[config.mk]
export PLATFORM = sky130hd
export DESIGN_NAME = snoopy_key_lock_ctrl_flat
export DESIGN_NICKNAME = d
export VERILOG_FILES = /design/src/rtl/snoopy_key_lock_ctrl_if.sv /design/src/rtl/snoopy_key_lock_ctrl.sv /design/src/flat_wrapper.sv
export SDC_FILE = /design/constraint.sdc
export NUM_CORES = 1
export LEC_CHECK = 0
export BUFFER_PORTS_ARGS = -buffer_cell sky130_fd_sc_hd__buf_2
export CAP_MARGIN = 40
export CORE_MARGIN = 10
export CORE_UTILIZATION = 55
export CTS_CLUSTER_SIZE = 25
export DETAILED_ROUTE_END_ITERATION = 12
export GPL_ROUTABILITY_DRIVEN = 0
export PLACE_DENSITY = 0.88
export SYNTH_ARGS = -nofsm -noshare
export SYNTH_HDL_FRONTEND = slang
export SYNTH_SLANG_ARGS = --single-unit
[constraint.sdc]
create_clock -name clk -period 13.9 [get_ports clk]
set_clock_uncertainty 0.05 [all_clocks]
set_input_delay 2.78 -clock clk [delete_from_list [all_inputs] [get_ports clk]]
set_output_delay 2.78 -clock clk [all_outputs]
set_load 0.01 [all_outputs]
[src/rtl/snoopy_key_lock_ctrl_if.sv]
// Requester-side lock handshake bundle for snoopy_key_lock_ctrl.
// Latency: none (wires only).
// Backpressure: a requester holds lock_req, lock_op and lock_key until it sees its ack or nack pulse.
//
// Signals:
//   lock_req   per-requester request
//   lock_op    per-requester op (0 = lock, 1 = unlock)
//   lock_key   requester i key at [i*KEY_W +: KEY_W]
//   lock_ack   one-cycle pulse, op completed
//   lock_nack  one-cycle pulse, op refused
// Modports: master = requester side, slave = lock controller side.
interface snoopy_key_lock_ctrl_if #(
  parameter int NUM_REQ = 4,
  parameter int KEY_W   = 32
);
  logic [NUM_REQ-1:0]       lock_req;
  logic [NUM_REQ-1:0]       lock_op;
  logic [NUM_REQ*KEY_W-1:0] lock_key;
  logic [NUM_REQ-1:0]       lock_ack;
  logic [NUM_REQ-1:0]       lock_nack;

  modport master (
    output lock_req,
    output lock_op,
    output lock_key,
    input  lock_ack,
    input  lock_nack
  );

  modport slave (
    input  lock_req,
    input  lock_op,
    input  lock_key,
    output lock_ack,
    output lock_nack
  );
endinterface

[src/rtl/snoopy_key_lock_ctrl.sv]
// Central key-lock manager: round-robin picks one lock/unlock request and checks it against a small CAM lock table.
// Latency: request sampled in IDLE at cycle T -> ack/nack pulse in T+2; locked_count/table_full/stats update in T+3; 1 op per 4 cycles.
// Backpressure: unserved requesters simply keep lock_req high and wait; nothing is dropped while the request is held.
//
// Ports:
//   clk, reset      clock; synchronous active-high reset (aborts any op, clears the table)
//   bus (slave)     lock_req/lock_op/lock_key in, lock_ack/lock_nack out (see snoopy_key_lock_ctrl_if)
//   locked_count    number of valid table entries
//   table_full      locked_count == NUM_ENTRIES
//   stat_grants     saturating count of lock acks
//   stat_conflicts  saturating count of lock nacks
// Optional feature macro: SNOOPY_LOCK_STATS_EN builds the statistics counters;
// without it stat_grants and stat_conflicts are tied to zero.
module snoopy_key_lock_ctrl #(
  parameter int NUM_REQ     = 4,
  parameter int KEY_W       = 32,
  parameter int NUM_ENTRIES = 8,
  localparam int IW = $clog2(NUM_REQ),
  localparam int EW = $clog2(NUM_ENTRIES)
) (
  input  logic                   clk,
  input  logic                   reset,
  snoopy_key_lock_ctrl_if.slave  bus,
  output logic [EW:0]            locked_count,
  output logic                   table_full,
  output logic [31:0]            stat_grants,
  output logic [31:0]            stat_conflicts
);

  typedef enum logic [1:0] {
    IDLE     = 2'd0,
    LOOKUP   = 2'd1,
    RESPOND  = 2'd2,
    COOLDOWN = 2'd3
  } state_t;

  state_t state, state_nxt;

  // Latched request
  logic [IW-1:0]    rr_ptr;
  logic [IW-1:0]    cur;
  logic             cur_op;
  logic [KEY_W-1:0] cur_key;

  // Lock table
  logic                ent_vld   [NUM_ENTRIES];
  logic [KEY_W-1:0]    ent_key   [NUM_ENTRIES];
  logic [IW-1:0]       ent_owner [NUM_ENTRIES];

  // Registered lookup results (valid during RESPOND)
  logic                hit;
  logic [EW-1:0]       hit_idx;
  logic [IW-1:0]       hit_owner;
  logic                free_vld;
  logic [EW-1:0]       free_idx;

  // Response pulses
  logic [NUM_REQ-1:0]  ack_q;
  logic [NUM_REQ-1:0]  nack_q;

  // Combinational arbiter
  logic                arb_vld;
  logic [IW-1:0]       arb_idx;

  // Combinational lookup
  logic                lk_hit;
  logic [EW-1:0]       lk_hit_idx;
  logic [IW-1:0]       lk_hit_owner;
  logic                lk_free_vld;
  logic [EW-1:0]       lk_free_idx;
  logic                lk_ok;
  logic                resp_ok;

  // First requester at or after rr_ptr, wrapping modulo NUM_REQ.
  always_comb begin
    int j;
    j       = 0;
    arb_vld = 1'b0;
    arb_idx = '0;
    for (int k = 0; k < NUM_REQ; k++) begin
      j = int'(rr_ptr) + k;
      if (j >= NUM_REQ) j = j - NUM_REQ;
      if (!arb_vld && bus.lock_req[j]) begin
        arb_vld = 1'b1;
        arb_idx = IW'(j);
      end
    end
  end

  // CAM compare against the latched key. At most one entry can match,
  // since a lock is only installed after a miss. The free search runs
  // downward so the lowest invalid index wins.
  always_comb begin
    lk_hit       = 1'b0;
    lk_hit_idx   = '0;
    lk_hit_owner = '0;
    lk_free_vld  = 1'b0;
    lk_free_idx  = '0;
    for (int e = NUM_ENTRIES - 1; e >= 0; e--) begin
      if (!ent_vld[e]) begin
        lk_free_vld = 1'b1;
        lk_free_idx = EW'(e);
      end
    end
    for (int e = 0; e < NUM_ENTRIES; e++) begin
      if (ent_vld[e] && (ent_key[e] == cur_key)) begin
        lk_hit       = 1'b1;
        lk_hit_idx   = EW'(e);
        lk_hit_owner = ent_owner[e];
      end
    end
  end

  // Decision from live lookup feeds the response flops; the same decision
  // is rebuilt from the registered lookup to drive the table update.
  // Locks are not reentrant: any hit refuses a lock, even by the owner.
  assign lk_ok   = cur_op ? (lk_hit && (lk_hit_owner == cur)) : (!lk_hit && lk_free_vld);
  assign resp_ok = cur_op ? (hit && (hit_owner == cur))       : (!hit && free_vld);

  // Next-state logic
  always_comb begin
    state_nxt = state;
    case (state)
      IDLE:     if (arb_vld) state_nxt = LOOKUP;
      LOOKUP:   state_nxt = RESPOND;
      RESPOND:  state_nxt = COOLDOWN;
      COOLDOWN: state_nxt = IDLE;
      default:  state_nxt = IDLE;
    endcase
  end

  always_ff @(posedge clk) begin
    if (reset) state <= IDLE;
    else       state <= state_nxt;
  end

  // Request latch, lookup registers, response pulses and round-robin pointer
  always_ff @(posedge clk) begin
    if (reset) begin
      rr_ptr    <= '0;
      cur       <= '0;
      cur_op    <= 1'b0;
      cur_key   <= '0;
      hit       <= 1'b0;
      hit_idx   <= '0;
      hit_owner <= '0;
      free_vld  <= 1'b0;
      free_idx  <= '0;
      ack_q     <= '0;
      nack_q    <= '0;
    end else begin
      ack_q  <= '0;
      nack_q <= '0;
      case (state)
        IDLE: begin
          if (arb_vld) begin
            cur     <= arb_idx;
            cur_op  <= bus.lock_op[arb_idx];
            cur_key <= bus.lock_key[int'(arb_idx)*KEY_W +: KEY_W];
          end
        end
        LOOKUP: begin
          hit         <= lk_hit;
          hit_idx     <= lk_hit_idx;
          hit_owner   <= lk_hit_owner;
          free_vld    <= lk_free_vld;
          free_idx    <= lk_free_idx;
          ack_q[cur]  <= lk_ok;
          nack_q[cur] <= !lk_ok;
        end
        RESPOND: begin
          rr_ptr <= (cur == IW'(NUM_REQ - 1)) ? '0 : cur + 1'b1;
        end
        default: ;
      endcase
    end
  end

  // Table and occupancy count; both change at the end of RESPOND.
  always_ff @(posedge clk) begin
    if (reset) begin
      for (int e = 0; e < NUM_ENTRIES; e++) begin
        ent_vld[e]   <= 1'b0;
        ent_key[e]   <= '0;
        ent_owner[e] <= '0;
      end
      locked_count <= '0;
    end else if ((state == RESPOND) && resp_ok) begin
      if (!cur_op) begin
        ent_vld[free_idx]   <= 1'b1;
        ent_key[free_idx]   <= cur_key;
        ent_owner[free_idx] <= cur;
        locked_count        <= locked_count + 1'b1;
      end else begin
        ent_vld[hit_idx]    <= 1'b0;
        locked_count        <= locked_count - 1'b1;
      end
    end
  end

  assign table_full    = (locked_count == (EW+1)'(NUM_ENTRIES));
  assign bus.lock_ack  = ack_q;
  assign bus.lock_nack = nack_q;

`ifdef SNOOPY_LOCK_STATS_EN
  // Only lock results are counted; unlock outcomes are ignored.
  always_ff @(posedge clk) begin
    if (reset) begin
      stat_grants    <= '0;
      stat_conflicts <= '0;
    end else if ((state == RESPOND) && !cur_op) begin
      if (resp_ok) begin
        if (stat_grants != 32'hFFFF_FFFF) stat_grants <= stat_grants + 32'd1;
      end else begin
        if (stat_conflicts != 32'hFFFF_FFFF) stat_conflicts <= stat_conflicts + 32'd1;
      end
    end
  end
`else
  assign stat_grants    = 32'd0;
  assign stat_conflicts = 32'd0;
`endif

endmodule

[src/flat_wrapper.sv]
// flat-port wrapper written by rule: the top's interface ports become plain ports
module snoopy_key_lock_ctrl_flat 
#(
  parameter int NUM_REQ     = 4,
  parameter int KEY_W       = 32,
  parameter int NUM_ENTRIES = 8,
  localparam int IW = $clog2(NUM_REQ),
  localparam int EW = $clog2(NUM_ENTRIES)
)
  (clk, reset, locked_count, table_full, stat_grants, stat_conflicts, bus_lock_req, bus_lock_op, bus_lock_key, bus_lock_ack, bus_lock_nack);
  snoopy_key_lock_ctrl_if #(.NUM_REQ(NUM_REQ), .KEY_W(KEY_W)) bus_i ();
  input  logic clk;
  input  logic reset;
  output logic [EW:0] locked_count;
  output logic table_full;
  output logic [31:0] stat_grants;
  output logic [31:0] stat_conflicts;
  input wire logic [$bits(bus_i.lock_req)-1:0] bus_lock_req;
  input wire logic [$bits(bus_i.lock_op)-1:0] bus_lock_op;
  input wire logic [$bits(bus_i.lock_key)-1:0] bus_lock_key;
  output wire logic [$bits(bus_i.lock_ack)-1:0] bus_lock_ack;
  output wire logic [$bits(bus_i.lock_nack)-1:0] bus_lock_nack;
  assign bus_i.lock_req = bus_lock_req;
  assign bus_i.lock_op = bus_lock_op;
  assign bus_i.lock_key = bus_lock_key;
  assign bus_lock_ack = bus_i.lock_ack;
  assign bus_lock_nack = bus_i.lock_nack;
  snoopy_key_lock_ctrl #(.NUM_REQ(NUM_REQ), .KEY_W(KEY_W), .NUM_ENTRIES(NUM_ENTRIES)) u_core (.clk(clk), .reset(reset), .bus(bus_i), .locked_count(locked_count), .table_full(table_full), .stat_grants(stat_grants), .stat_conflicts(stat_conflicts));
endmodule
Yosys cells after proc, flatten, opt, wreduce, memory -nomap -nowiden. Memory sizes are Yosys's and may differ from the RTL's. Index checks and enable logic that the tools add are counted.

Flip-flop bits (word level): 61. RAM bits: 280. Input bits: 138. Output and inout port bits: 77. Word-level logic and storage cells: 182. Memories kept: 3.

$add $sub $neg: 10. Magnitude comparators: 11. Eq/ne operators: 16. Shift operators: 1. Muxes and demuxes: 95. Bitwise gates (word level): 3. Reductions and logical operators: 30.

Memories: u_core.ent_key (words 8, width 32, read ports 8, clocked after memory_dff 0, wr ports 8, line snoopy_key_lock_ctrl.sv:47) `logic [KEY_W-1:0] ent_key [NUM_ENTRIES];`; u_core.ent_owner (words 8, width 2, read ports 8, clocked after memory_dff 0, wr ports 8, line snoopy_key_lock_ctrl.sv:48) `logic [IW-1:0] ent_owner [NUM_ENTRIES];`; u_core.ent_vld (words 8, width 1, read ports 8, clocked after memory_dff 0, wr ports 8, line snoopy_key_lock_ctrl.sv:46) `logic ent_vld [NUM_ENTRIES];`.

Operators by type and width (number): 32-bit == test (8); 32-bit two-way mux (5); 32-bit by 4-bit < comparator with 1-bit output (second input constant) (4); 128-bit by 8-bit variable part select with 32-bit output (1); 32-bit by 4-bit >= comparator with 1-bit output (second input constant) (3); 32-bit by 4-bit subtractor with 32-bit output (second input constant) (3); 1-bit two-way mux (49); 3-bit two-way mux (16); 2-bit two-way mux (17); 32-bit OR reduction (1); 1-bit logical AND (17); 1-bit binary-select mux with 2-bit select (5); 4-bit bitwise AND (2); 2-bit case mux with 4 select lines (1); 2-bit by 2-bit adder with 3-bit output (second input constant) (2); 2-bit == test (second input constant) (3); 1-bit zero test (6); 2-bit by 3-bit < comparator with 1-bit output (second input constant) (2); 4-bit by 1-bit adder with 4-bit output (second input constant) (1); 2-bit == test (2); 4-bit == test (second input constant) (1); 4-bit two-way mux (1); 2-bit OR reduction (2); 2-bit by 3-bit subtractor with 4-bit output (second input constant) (1); other kinds (12) (13).

Longest topological paths before layout.
Depth after elaboration: 17. Gate-level depth with buffers: 12.

Worst setup path before layout. Ideal clock, no wire load.

Path kind: input to register. Start: in reset. End: mem u_core.ent_key[3][0] (enable). Setup time: 0.472 ns. Data arrival time: 5.868 ns. Required time: 13.378 ns. Slack: 7.510 ns. Cell stages on the path: 5. Cells stage by stage: clkbuf_1 inv_1 nand3_1 clkbuf_1 o21ai_0.

RTL lines: start, declared (line flat_wrapper.sv:13) `input logic reset;`; end, declared (line snoopy_key_lock_ctrl.sv:47).

==> key figures <==
Outcome
  • Outcome: finished clean

Layout
  • Number of diodes: 0
  • Layout overhead on the synthesized area: 11.2%
  • Share of layout cells above drive strength 1: 0.153
  • Final Net Count: approximately 2000
  • Final cell count without fillers: roughly 2300

Global route
  • Pin count of the biggest net entering global routing: 67
  • First-pass GRT wire length: between 70000 and 80000 um
  • Remaining Overflow, GRT: 0
  • Initial antenna violation count: 2
  • Via count of the first global-routing pass: 13028
  • GRT Overall Usage: 0.217

Yosys
  • Ys async rst share: 0
  • Number of storage elements in the synthesis netlist: 341
  • Post-synthesis cell area: 18100 um^2
  • Post-synthesis cell type count: 66
  • Share of synthesized area occupied by flip-flops and latches: 0.533
  • Number of enable flip-flop cells after synthesis: 280
  • Prevailing post-synth register cell: sky130_fd_sc_hd__edfxtp_1
  • Average size of a mapped cell: 10.6 um^2
  • Number of instances in the synthesized netlist: 1709
  • Count of warnings emitted by yosys: 0

STA
  • Post-route fraction of the period consumed by the critical path: 0.329
  • Worst max-slew margin expressed relative to the limit: 0.415
  • Final max-slew violation count: 0
  • Worst-margin pin slew: between 0.8 and 0.9 ns
  • Setup total negative slack: 0 ns
  • Unrepaired setup endpoints after global routing: false
  • Post-route minimum period: 4.58 ns
  • Final Hold Viols: 0
  • Highest clock frequency the design can meet: about 0.22 GHz
  • # setup viols final: 0

CTS
  • Clock tree from TritonCTS: built
  • Count of clock tree sinks: 341
  • Worst-case clock buffer depth: 3
  • Clock root buffer: sky130_fd_sc_hd__clkbuf_16
  • Post-cts gate resize count: 0
  • Post-CTS setup-driven buffer insertion count: 0
  • Clock-pin slew on the worst setup and hold paths: around 0.060 ns
  • Hold buffer count at CTS: 0
  • Worst-Skew Late Latency: 0.52 ns
  • Number of clock buffers inserted by TritonCTS: 34
  • Number of H-tree levels: 2

Routing
  • Initial drt markers: approximately 1400
  • DRC viols: 0
  • Via count normalized by instance count: ~5.6
  • 1st-pass router iterations: 6
  • DRT antenna net count: 0
  • Total vias in the final route: 12816
  • Routed length per placed instance: approximately 20 um
  • Total wire length after detailed routing: 45400 um

Die
  • Area of the core: about 32000 um^2
  • Die area: between 40000 and 50000 um^2
  • Number of top-level design ports: about 220
  • Core Rows: 66
  • Floorplan die height: between 200 and 250 um
  • Starting density of the core: 0.557
  • Die Span X: between 200 and 250 um

Setup path
  • Slowest CP cell: sky130_fd_sc_hd__or2_2
  • Startpoint of the worst-slack reg-to-reg timing path: u_core.cur_op
  • Setup slack of the worst register-to-register path: around 10 ns
  • CP Buf/Inv Count: 3
  • Path type of the worst setup path: in -> reg
  • Cell type group with the largest total delay on the critical path: simple AND/OR/NAND/NOR gates
  • Kind of launch point of the worst setup path: primary input
  • Critical Path Source: reset
  • Critical path arrival: 4.67 ns
  • Endpoint required time on the critical path: 13.99 ns
  • Stages on the worst setup path: 5
  • Cell seen most often among critical-path stages: sky130_fd_sc_hd__buf_4
  • Crit-path max FO: 66
  • Endpoint of the most critical setup path: u_core.ent_key[6][11]
  • Worst Reg-to-Reg Cells: 7
  • Kind of end point of the critical path: flip-flop
  • Sequence of cells on the critical path: buf_2, buf_4, nor4b_2, buf_4, or2_2
  • Worst reg2reg path endpoint: u_core.ent_key[2][1]
  • Critical path's largest stage delay: approximately 0.68 ns

Place
  • IO Port Bufs: 150
  • Number of placed instances, taps included: around 2200
  • Half-perimeter wire length of the detailed placement result: between 20000 and 30000 um

Pwr
  • Worst IR drop on VDD: around 0.00011 V
  • Power density over cell area: 145 nW/um^2
  • Leakage component of the power: 7.93 nW

Run
  • Number of max-cap violations: 0

Hold path
  • Worst hold-check path type: reg -> reg
report_power, final:
| part | switching, mW | leakage, nW | total, mW | internal [mW] |
|---|---|---|---|---|
| clock | 0.374 | 0.548 | 0.898 | 0.524 |
| sequential | 0.0740 | 3.39 | 1.24 | 1.17 |
| combinational | 0.492 | 3.99 | 0.764 | 0.273 |
worst reg2reg max path: stages, from the launching register on:
cell and delay [ns]:
sky130_fd_sc_hd__dfxtp_1 0.80, sky130_fd_sc_hd__nand2_1 0.16, sky130_fd_sc_hd__nor3_2 0.24, sky130_fd_sc_hd__o21ai_1 0.30, sky130_fd_sc_hd__or3_1 0.74, sky130_fd_sc_hd__nor4b_2 0.37
sky130_fd_sc_hd__buf_4 0.33, sky130_fd_sc_hd__or2_2 0.67
cells in the mapped netlist, drive strengths merged, types with 2 or more instances:
cell | number | area, um^2
a211oi | 2 | 15.0
a21o | 2 | 15.0
a21oi | 50 | 250
a311oi | 2 | 17.5
and2 | 256 | 1600
and3 | 4 | 25.0
buf | 121 | 862
clkbuf | 81 | 304
clkinv | 2 | 7.51
dfxtp | 61 | 1220
edfxtp | 280 | 8410
ha | 9 | 113
inv | 23 | 86.3
mux2 | 2 | 26.3
mux2i | 5 | 50.1
nand2 | 207 | 777
nand2b | 4 | 25.0
nand3 | 124 | 621
nand4 | 43 | 269
nor2 | 27 | 101
nor2b | 6 | 37.5
nor3 | 32 | 165
nor4 | 34 | 225
nor4b | 5 | 50.0
o211ai | 3 | 27.5
o21ai | 13 | 65.1
o22ai | 7 | 43.8
o311ai | 2 | 25.0
o31a | 4 | 35.0
o31ai | 8 | 80.1
or2 | 8 | 50.1
or3 | 5 | 31.3
or4 | 6 | 45.0
xnor2 | 135 | 1180
xor2 | 116 | 1020
worst min path at each step:
| stage | from | end | cells after the start |
|---|---|---|---|
| finish | u_core.cur_key[4] | u_core.cur_key[4] | 2 |
| global route | u_core.cur_key[4] | u_core.cur_key[4] | 2 |
| CTS | u_core.cur_key[20] | u_core.cur_key[20] | 2 |
| detailed placement | u_core.cur_key[19] | u_core.cur_key[19] | 2 |
| global placement | u_core.cur_key[25] | u_core.cur_key[25] | 2 |
| floorplan | u_core.hit_idx[2] | u_core.hit_idx[2] | 2 |
per-layer routing:
layer	global-route usage	wire, um
met5	0	0
met4	0.0983	2050
met3	0.0522	4830
met2	0.365	21700
met1	0.260	16800
metrics by stage:
step           instance area (um^2)  utilization  worst slack (ns)  hold slack (ns)  total power [mW]
2_1_floorplan                 18300            -              7.51            0.390              1.76
3_3_place_gp                  18800        0.580              8.71            0.393              1.94
3_5_place_dp                  19000        0.585              8.83            0.399              2.00
4_1_cts                       20100        0.619              9.36            0.408              2.89
5_1_grt                       20100        0.619              9.14            0.425              3.01
6_report                      20100        0.619              9.32            0.405              2.90
cells in the final DEF, fill, tap and decap left out, drive strengths merged, types with 7 or more instances in the layout:
master  count
xnor2     135
ha          9
xor2      116
o21ai      13
edfxtp    280
nand4      43
and2      256
o22ai       7
conb       64
nand3     124
o31ai       8
clkbuf     51
nor2       27
dfxtp      61
clkinv     12
nand2     207
a21oi      50
buf       199
nor3       32
inv        23
or2         8
nor4       34
kinds of logic after synthesis:
group	share of synthesized area
mux	0.00422
buf+inv	0.0697
other cells	0.000208
fa+ha+maj	0.00734
xor+xnor	0.122
flops	0.533
simple gates	0.225
compound gates	0.0391
sequential cells by signal, indices dropped and copies added, names as in the netlist:
name	flops
u_core.ent_key	256
u_core.cur_key	32
u_core.ent_owner	16
u_core.ent_vld	8
u_core.bus.lock_ack	4
u_core.bus.lock_nack	4
u_core.locked_count	4
u_core.free_idx	3
u_core.hit_idx	3
u_core.cur	2
u_core.hit_owner	2
u_core.rr_ptr	2
u_core.state	2
u_core.cur_op	1
u_core.free_vld	1
u_core.hit	1
area by class of cell:
cell class              count  area, um^2
inverters                  25        93.8
fillers                  2342       12400
clock inverters            11        55.1
clock buffers              51        1050
multi-input cells        1204        7480
repair buffers            199        1220
flip-flops and latches    341        9630
well taps                 442         553
(Power assumes the default switching activity.)
